===== config.mk =====
export PLATFORM = sky130hd
export DESIGN_NAME = cnt_modn
export DESIGN_NICKNAME = d
export VERILOG_FILES = /design/src/rtl/cnt_pkg.sv /design/src/rtl/cnt_prescale.sv /design/src/rtl/cnt_modn.sv
export SDC_FILE = /design/constraint.sdc
export NUM_CORES = 1
export LEC_CHECK = 0
export CORE_MARGIN = 2
export CORE_UTILIZATION = 40
export CTS_CLUSTER_DIAMETER = 100
export CTS_CLUSTER_SIZE = 14
export DETAILED_ROUTE_END_ITERATION = 16
export PLACE_DENSITY = 0.68
export SYNTH_ARGS = -nofsm -noshare
export SYNTH_HDL_FRONTEND = slang
export SYNTH_HIERARCHICAL = 1
export SYNTH_SLANG_ARGS = --single-unit

===== constraint.sdc =====
create_clock -name clk -period 4.4 [get_ports clk]
set_input_delay 0.44 -clock clk [delete_from_list [all_inputs] [get_ports clk]]
set_output_delay 0.44 -clock clk [all_outputs]
set_load 0.05 [all_outputs]

===== src/rtl/cnt_pkg.sv =====
// Shared constants for the modulo-N counter slice.
// Direction and bound-mode encodings used by cnt_modn and its bench.
package cnt_pkg;

   localparam logic CNT_UP   = 1'b1;
   localparam logic CNT_DOWN = 1'b0;

   localparam int CNT_WRAP = 0;
   localparam int CNT_SAT  = 1;

endpackage


===== src/rtl/cnt_prescale.sv =====
// Enable prescaler: emits one step per PRESCALE enabled cycles.
// Partial counts are discarded on rst or clr.
module cnt_prescale #(
   parameter int PRESCALE = 1
) (
   input  logic clk,
   input  logic rst,
   input  logic clr,
   input  logic en,
   output logic step
);

   localparam int PW = (PRESCALE > 1) ? $clog2(PRESCALE) : 1;
   localparam logic [PW-1:0] LAST = PW'(PRESCALE - 1);

   logic [PW-1:0] r_pcnt;
   logic          w_last;

   // With PRESCALE=1 the counter never leaves 0, so step follows en.
   assign w_last = (r_pcnt == LAST);
   assign step   = en & w_last;

   always_ff @(posedge clk) begin
      if (rst || clr) begin
         r_pcnt <= '0;
      end else if (en) begin
         if (w_last) r_pcnt <= '0;
         else        r_pcnt <= r_pcnt + PW'(1);
      end
   end

endmodule


===== src/rtl/cnt_modn.sv =====
// Up/down modulo-N counter with load, prescaler, wrap or saturate mode.
// tc is combinational from cnt and up; wrap is a registered pulse.
import cnt_pkg::*;

module cnt_modn #(
   parameter int WIDTH    = 8,
   parameter int MODULUS  = 16,
   parameter int SAT      = 0,
   parameter int PRESCALE = 1
) (
   input  logic             clk,
   input  logic             rst,
   input  logic             en,
   input  logic             up,
   input  logic             load,
   input  logic [WIDTH-1:0] load_val,
   output logic [WIDTH-1:0] cnt,
   output logic             tc,
   output logic             wrap
);

   localparam logic [WIDTH-1:0] MAXV = WIDTH'(MODULUS - 1);

   logic [WIDTH-1:0] r_cnt;
   logic             r_wrap;
   logic [WIDTH-1:0] w_next;
   logic [WIDTH-1:0] w_ld;
   logic             w_step;
   logic             w_top;
   logic             w_bot;
   logic             w_tc;

   cnt_prescale #(
      .PRESCALE (PRESCALE)
   ) u_pre (
      .clk  (clk),
      .rst  (rst),
      .clr  (load),
      .en   (en),
      .step (w_step)
   );

   assign w_top = (r_cnt == MAXV);
   assign w_bot = (r_cnt == '0);
   assign w_tc  = (up == CNT_UP) ? w_top : w_bot;
   assign w_ld  = (load_val > MAXV) ? MAXV : load_val;

   // At a bound the counter either holds (SAT) or jumps to the other bound.
   always_comb begin
      w_next = r_cnt;
      if (up == CNT_UP) begin
         if (!w_top)              w_next = r_cnt + WIDTH'(1);
         else if (SAT != CNT_SAT) w_next = '0;
      end else begin
         if (!w_bot)              w_next = r_cnt - WIDTH'(1);
         else if (SAT != CNT_SAT) w_next = MAXV;
      end
   end

   always_ff @(posedge clk) begin
      if (rst) begin
         r_cnt  <= '0;
         r_wrap <= 1'b0;
      end else if (load) begin
         r_cnt  <= w_ld;
         r_wrap <= 1'b0;
      end else begin
         r_wrap <= w_step & w_tc;
         if (w_step) r_cnt <= w_next;
      end
   end

   assign cnt  = r_cnt;
   assign tc   = w_tc;
   assign wrap = r_wrap;

endmodule


==> results of run 1 <==
-- cell usage in the layout (no fill, tap or decap), types with 2 or more instances in the layout --
master,synthesis,final
clkdlybuf4s50_1,0,22
nand2_1,9,9
dfxtp_1,9,9
nor2_1,8,8
inv_1,6,6
nor3_1,4,4
a21oi_1,4,4
o21ai_0,4,4
o21a_1,3,3
nand3_1,3,3
o211ai_1,3,3
a22oi_1,3,3
clkbuf_4,0,3
nand2b_1,2,2
nor4_1,2,2
o31a_1,2,2
o22ai_1,2,2
nand4b_1,2,2
a21o_1,2,2
nand3b_1,2,2
mux2i_1,2,2
o221ai_1,2,2
ha_1,2,2
-- layer usage --
layer	global-route usage	share of wire	vias up
met5	0	0	-
met4	0.0721	0.012	0
met3	0.0595	0.080	5
met2	0.294	0.47	44
met1	0.265	0.44	411
li1	-	-	444
-- registers in the layout, indices dropped and copies added (netlist names) --
register	flops
cnt	8
wrap	1
-- path summary, 6_finish.rpt --
kind	start	end	slack [ns]	cells past startpoint
max	up	tc	1.48	5
min	cnt[1]	cnt[1]	0.58	2
max reg2reg	cnt[0]	cnt[3]	2.58	6
min reg2reg	cnt[1]	cnt[1]	0.58	2
-- critical path: cells and delay by family --
kind                   cells  cell delay [ns]
AO/OA/AOI/OAI              1             0.14
buffers and inverters      2             1.61
AND/OR/NAND/NOR            2             0.29
-- metrics by stage --
step | hold slack, ns | power, mW
3_5_place_dp | 0.557 | 0.192
4_1_cts | 0.576 | 0.261
6_report | 0.576 | 0.260
2_1_floorplan | 0.509 | 0.165
5_1_grt | 0.615 | 0.275
3_3_place_gp | 0.544 | 0.192
-- cell families (layout without fill, tap and decap cells) --
family                   after synthesis  after routing  share of synthesized area
buffers and inverters                 15             32                      0.117
flip-flops                             9              9                      0.210
adder cells (fa/ha/maj)                2              2                     0.0292
multiplexers                           2              2                     0.0234
AO/OA/AOI/OAI                         35             35                      0.302
XOR/XNOR                               1              1                     0.0102
AND/OR/NAND/NOR                       44             44                      0.308
-- area by class of cell --
| type | count | area share |
|---|---|---|
| timing repair buffer | 22 | 0.208 |
| tap | 27 | 0.0319 |
| multi-input combinational | 84 | 0.544 |
| clock buffer | 4 | 0.0248 |
| inverter | 6 | 0.0213 |
| sequential | 9 | 0.170 |
-- report_power, final --
group          internal, mW  switching, mW  leakage [nW]  total, mW
combinational        0.0413         0.0527         0.263     0.0940
sequential           0.0860         0.0117        0.0739     0.0977
clock                0.0352         0.0329        0.0150     0.0680
total                 0.162         0.0972         0.352      0.260
==> flow_summary.yaml, run 1 <==
floorplan:
  core_um2: 1980
  num_rows: 16
  chipWidth_um: 50.3
  start_util: 0.432
  num_io_pins: 23
  die_h_um: 50.3
  die_area_um2: 2530
clock_tree:
  cts.sinks: 9
  cts_buffers: 3
  cts_hold_buf: 0
  cts_buffer_depth: 2
  tritoncts: "done"
  clk_pin_slew_worst_paths_ns: 0.07
  cts.repair.resized: 0
  post_cts_buffers: 0
  root_buffer: "clkbuf_4"
  clk_latency_ns: 0.27
  htreeDepth: 1
timing:
  setup_viol: 0
  min_period_over_period: 0.664
  setup_ws_ns: 1.48
  final-max-slew-violation-count: 0
  max-slew-margin-rel: 0.616
  rsz0062_at_grt: "no"
  fin_skew_ns: 0.00334
  max_freq_mhz: 342
  fin_setup_tns_ns: 0
  worst_slew_pin_slew_ns: 0.575
  period_needed_ns: 2.92
  hold_viol: 0
drt:
  drtIter0Drc: 36
  vias: 904
  wl_per_cell_um: 14.3
  viasPerCell: 5.95
  drc: 0
  ant_nets: 0
  first_pass_iters: 4
  drt-total-wl_mm: 2.17
setup_path:
  crit_path_top_delay_cell: "clkdlybuf4s50_1"
  slowest_delay_ns: 0.81
  crit_chain: "clkdlybuf4s50_1, nand4_1, o21a_1, nor2_1, clkdlybuf4s50_1"
  crit_top_cell: "clkdlybuf4s50_1"
  crit_path_start_kind: "primary input"
  arrival_ns: 2.48
  crit_type: "in2out"
  worst-path-max-fanout: 15
  required_ns: 3.96
  end_kind: "output pin"
cells_and_area:
  regArea_um2: 180
  final_area_um2: 1060
  area_growth_pct: 23.7
  multi_input_area_um2: 577
  postLayoutCoreUtil: 0.535
  nFillCells: 189
  drive_gt1_frac: 0.0560
  antenna_cells_inserted: 0
  final_nets: 141
  stdcell_count: 152
logic_synthesis:
  synthTopCellsByCount: "dfxtp_1 (9), nand2_1 (9), nor2_1 (8), inv_1 (6)"
  synthesis.area_um2: 857
  synthFlopType: "dfxtp_1"
  netlist_top_cells_area: "dfxtp_1 (21%), buf_6 (5.3%), nand2_1 (3.9%)"
  synth_edf_count: 0
  synth_top_area_share: 0.210
  ys_ff_latch: 9
  synth-async-reset-ratio: 0
  synthCells: 108
  yosysUniqueCellTypes: 47
  synth-seq-area-share: 0.210
  avgSynthCellArea_um2: 7.94
  yosys.area.top_type: "dfxtp_1"
  synth_nets: 123
  ys_warn_count: 6
placed_design:
  gp_congestion: 0.871
  place_area_um2: 1030
  place_hpwl_mm: 1.59
  portBuffers: 22
  pre_cts_ws_ns: 1.49
  dp_cells: 148
pwr:
  power_density_nw_per_um2: 245
  p_leak_nw: 0.352
  irDropWorstVdd_mv: 0.135
hold_path:
  hold_path_class: "reg2reg"
global_routing:
  grt_max_degree: 16
  grt-ovfl-total: 0
  grt_pass1_wl_mm: 3.78
  track_usage: 0.196
  antenna_found_initial: 0
  grt_pass1_vias: 806
outcome:
  outcome: "completed"
job:
  maxCapViolCount: 0
Note: power is estimated with default switching activity, not from simulation.
==> run 2: changes to the inputs <==
==> constraint.sdc (replaced) <==
create_clock -name clk -period 3 [get_ports clk]
set_input_delay 0.3 -clock clk [delete_from_list [all_inputs] [get_ports clk]]
set_output_delay 0.3 -clock clk [all_outputs]
set_load 0.05 [all_outputs]
==> flow_summary.yaml, run 2 (same netlist as run 1, synthesis figures left out) <==
outcome:
  outcome: "completed"
timing:
  rsz0062_at_grt: "no"
  worst_slew_pin_slew_ns: 0.556
  setup_ws_ns: 0.234
  hold_viol: 0
  fin_setup_tns_ns: 0
  min_period_over_period: 0.922
  setup_viol: 0
  fin_skew_ns: 0.00507
  period_needed_ns: 2.77
  max_freq_mhz: 362
  max-slew-margin-rel: 0.629
  final-max-slew-violation-count: 0
clock_tree:
  cts_buffers: 3
  cts.repair.resized: 0
  cts_hold_buf: 0
  cts_buffer_depth: 2
  clk_pin_slew_worst_paths_ns: 0.07
  htreeDepth: 1
  cts.sinks: 9
  post_cts_buffers: 0
  tritoncts: "done"
  clk_latency_ns: 0.26
  root_buffer: "clkbuf_4"
drt:
  drtIter0Drc: 22
  viasPerCell: 6.11
  wl_per_cell_um: 15.3
  first_pass_iters: 4
  drt-total-wl_mm: 2.37
  drc: 0
  ant_nets: 0
  vias: 947
placed_design:
  pre_cts_ws_ns: 0.533
  gp_congestion: 0.912
  place_area_um2: 1060
  place_hpwl_mm: 1.76
  portBuffers: 22
cells_and_area:
  most-common-layout-cells: "clkdlybuf4s50_1 (22), nand2_1 (9), dfxtp_1 (9), nor2_1 (8), inv_1 (6)"
  drive_gt1_frac: 0.0781
  largest_reg_flops: 8
  area_growth_pct: 26.3
  final_common_cell: "clkdlybuf4s50_1"
  final_nets: 144
  antenna_cells_inserted: 0
  final_area_um2: 1080
floorplan:
  chipWidth_um: 50.3
  num_io_pins: 23
  die_h_um: 50.3
  start_util: 0.432
  num_rows: 16
  die_area_um2: 2530
  core_um2: 1980
global_routing:
  grt_pass1_vias: 898
  antenna_found_initial: 0
  grt_max_degree: 13
  track_usage: 0.208
  grt_pass1_wl_mm: 4.08
  grt-ovfl-total: 0
setup_path:
  reg2reg_slack_ns: 1.14
  ff2ff_path_depth: 6
  crit_path_top_delay_cell: "clkdlybuf4s50_1"
  worst-path-max-fanout: 8
  end_kind: "output pin"
  crit_type: "reg2out"
  r2r_end: "cnt[0]"
  crit_chain: "inv_1, ha_1, or3b_1, o21a_1, nor2_1, clkdlybuf4s50_1"
  crit_path_start_kind: "flip-flop"
  required_ns: 2.70
  slowest_delay_ns: 0.82
  arrival_ns: 2.47
  startpoint: "cnt[0]"
  r2r-start: "cnt[0]"
hold_path:
  min_path_cells: 2
  min-delay-start: "cnt[1]"
  min_to: "cnt[1]"
  hold_path_class: "reg2reg"
pwr:
  p_leak_nw: 0.367
  irDropWorstVdd_mv: 0.191
  power_density_nw_per_um2: 353
job:
  maxCapViolCount: 0
run 2: changes by cell type in the layout (fill, tap and decap cells not counted):
| cell | previous run | this run |
|---|---|---|
| buf_4 | 0 | 3 |
run 2: cell type report:
| class | count | area, um^2 |
|---|---|---|
| Clock buffer | 4 | 26.3 |
| Sequential cell | 9 | 180 |
| Inverter | 6 | 22.5 |
| Timing Repair Buffer | 25 | 243 |
| Multi-Input combinational cell | 84 | 577 |
| Fill cell | 181 | 900 |
| Tap cell | 27 | 33.8 |
run 2: routing by layer:
metal | GRT usage | up-vias | part of all wire
li1 | - | 454 | -
met1 | 0.266 | 445 | 0.43
met2 | 0.336 | 44 | 0.49
met3 | 0.0476 | 4 | 0.066
met4 | 0.0856 | 0 | 0.012
met5 | 0 | - | 0
run 2: worst max path at each step:
stage | to | cells past startpoint | slack (ns)
after floorplan | wrap | 6 | 0.63
after global placement | tc | 6 | 0.59
after detailed placement | tc | 6 | 0.53
after CTS | tc | 6 | 0.23
after global routing | tc | 6 | 0.15
final | tc | 6 | 0.23
run 2: through the flow:
stage | instances | total power, mW | hold WS (ns) | utilization
finish | 155 | 0.382 | 0.571 | 0.546
floorplan | 108 | 0.242 | 0.369 | -
global route | 155 | 0.406 | 0.607 | 0.546
global placement | 151 | 0.284 | 0.535 | 0.533
detailed placement | 151 | 0.285 | 0.553 | 0.533
CTS | 155 | 0.385 | 0.563 | 0.546
run 2: worst max-delay path: cells and delay by family, from the launching register on:
| kind | cells | cell delay, ns |
|---|---|---|
| and+or+nand+nor | 2 | 0.51 |
| DFF | 1 | 0.39 |
| buffers and inverters | 2 | 0.92 |
| AOI/OAI and AO/OA | 1 | 0.18 |
| adders and majority gates | 1 | 0.21 |
run 2: power by group:
group / total [mW] / switching [mW] / internal, mW / leakage [nW]
logic: 0.143 / 0.0806 / 0.0622 / 0.279
clock network: 0.0975 / 0.0462 / 0.0513 / 0.0150
registers: 0.141 / 0.0153 / 0.126 / 0.0739
==> run 3: changes to the inputs <==
--- a/config.mk
+++ b/config.mk
@@ -5,11 +5,14 @@
 export SDC_FILE = /design/constraint.sdc
 export NUM_CORES = 1
 export LEC_CHECK = 0
+export CORE_ASPECT_RATIO = 1.25
 export CORE_MARGIN = 2
 export CORE_UTILIZATION = 40
 export CTS_CLUSTER_DIAMETER = 100
 export CTS_CLUSTER_SIZE = 14
 export DETAILED_ROUTE_END_ITERATION = 16
+export GPL_TIMING_DRIVEN = 0
+export HOLD_SLACK_MARGIN = 0.02
 export PLACE_DENSITY = 0.68
 export SYNTH_ARGS = -nofsm -noshare
 export SYNTH_HDL_FRONTEND = slang
==> flow_summary.yaml, run 3 (same netlist as run 1, synthesis figures left out) <==
placed_design:
  place_hpwl_mm: 1.77
  dp_cells: 148
  portBuffers: 20
  gp_congestion: 0.820
cells_and_area:
  final_common_cell: "clkdlybuf4s50_1"
  largest_reg_flops: 8
  nFillCells: 200
  stdcell_count: 152
  final_nets: 148
  drive_gt1_frac: 0.121
  antenna_cells_inserted: 0
  area_growth_pct: 29.3
  most-common-layout-cells: "clkdlybuf4s50_1 (20), nand2_1 (9), dfxtp_1 (9), nor2_1 (8), inv_1 (6)"
  regArea_um2: 180
  multi_input_area_um2: 577
setup_path:
  r2r_end: "cnt[6]"
  end_kind: "output pin"
  r2r-start: "cnt[0]"
  crit_type: "reg2out"
  crit_path_start_kind: "flip-flop"
  required_ns: 2.70
  arrival_ns: 2.55
  reg2reg_slack_ns: 1.08
  ff2ff_path_depth: 6
  worst-path-max-fanout: 8
timing:
  max_freq_mhz: 350
  min_period_over_period: 0.951
  hold_viol: 0
  max-slew-margin-rel: 0.533
  worst_slew_pin_slew_ns: 0.699
  period_needed_ns: 2.85
  rsz0062_at_grt: "no"
  final-max-slew-violation-count: 0
  fin_skew_ns: 0.00380
  fin_setup_tns_ns: 0
  holdWs_ns: 0.443
  setup_viol: 0
global_routing:
  track_usage: 0.203
  grt-ovfl-total: 0
  grt_pass1_wl_mm: 3.93
  grt_max_degree: 11
  grt_pass1_vias: 893
  antenna_found_initial: 0
outcome:
  outcome: "completed"
drt:
  wl_per_cell_um: 15.5
  drt-total-wl_mm: 2.35
  drtIter0Drc: 26
  ant_nets: 0
  vias: 956
  first_pass_iters: 4
  viasPerCell: 6.29
  drc: 0
pwr:
  power.internal_uw: 245
  power_uw: 394
  seqPwrFrac: 0.342
  p_leak_nw: 0.392
  irDropWorstVdd_mv: 0.232
  p_comb_frac: 0.395
  switching_power_uw: 149
  power_density_nw_per_um2: 355
  sw_frac_of_total: 0.379
  clkPwrFrac: 0.264
clock_tree:
  root_buffer: "clkbuf_4"
  clk_latency_ns: 0.28
  cts.repair.resized: 0
  cts.sinks: 9
  tritoncts: "done"
  cts_buffer_depth: 2
  cts_hold_buf: 0
  post_cts_buffers: 0
  htreeDepth: 1
  cts_buffers: 3
  clk_pin_slew_worst_paths_ns: 0.07
hold_path:
  min-delay-start: "load"
  min_to: "cnt[0]"
  min_path_cells: 3
  hold_path_class: "in2reg"
floorplan:
  start_util: 0.428
  chipWidth_um: 45.4
  die_area_um2: 2530
  num_io_pins: 23
  die_h_um: 55.8
  num_rows: 18
  core_um2: 2000
job:
  maxCapViolCount: 0
run 3: changes by cell type in the layout (fill, tap and decap cells not counted):
cell / previous run / this run
buf_2: 0 / 2
buf_6: 0 / 4
clkdlybuf4s50_1: 22 / 20
run 3: how the worst max path moves through the flow:
stage                      start   end
after floorplan           cnt[0]  wrap
after global placement    cnt[0]    tc
after detailed placement  cnt[0]    tc
after CTS                 cnt[0]    tc
after global routing      cnt[0]    tc
final                     cnt[0]    tc
run 3: cell type report:
cell class              count  area share
multi-input cells          84       0.520
repair buffers             20       0.181
flip-flops and latches      9       0.163
plain buffers               9      0.0700
clock buffers               4      0.0237
well taps                  20      0.0226
inverters                   6      0.0203
run 3: power by group through the flow:
stage / clock network (mW) / logic (mW) / registers [mW]
floorplan: 0 / 0.0831 / 0.159
CTS: 0.104 / 0.155 / 0.135
global route: 0.115 / 0.167 / 0.136
global placement: 0 / 0.151 / 0.137
detailed placement: 0 / 0.154 / 0.138
finish: 0.104 / 0.155 / 0.135
run 3: through the flow:
step                      area (um^2)  setup WS [ns]   util
after detailed placement         1080          0.456  0.540
after CTS                        1110          0.149  0.553
after global placement           1080          0.466  0.540
after floorplan                   857          0.633      -
final                            1110          0.146  0.553
after global routing             1110         0.0269  0.553
run 3: worst max-delay path: stages, from the launching register on:
cell,delay (ns)
dfxtp_1,0.39
inv_1,0.12
ha_1,0.20
or3b_1,0.39
o21a_1,0.18
nor2_1,0.16
clkdlybuf4s50_1,0.84
run 3: per-layer routing:
metal | part of all wire | GRT usage | up-vias
li1 | - | - | 461
met5 | 0 | 0 | -
met1 | 0.41 | 0.244 | 439
met3 | 0.054 | 0.0227 | 7
met2 | 0.51 | 0.340 | 49
met4 | 0.023 | 0.101 | 0
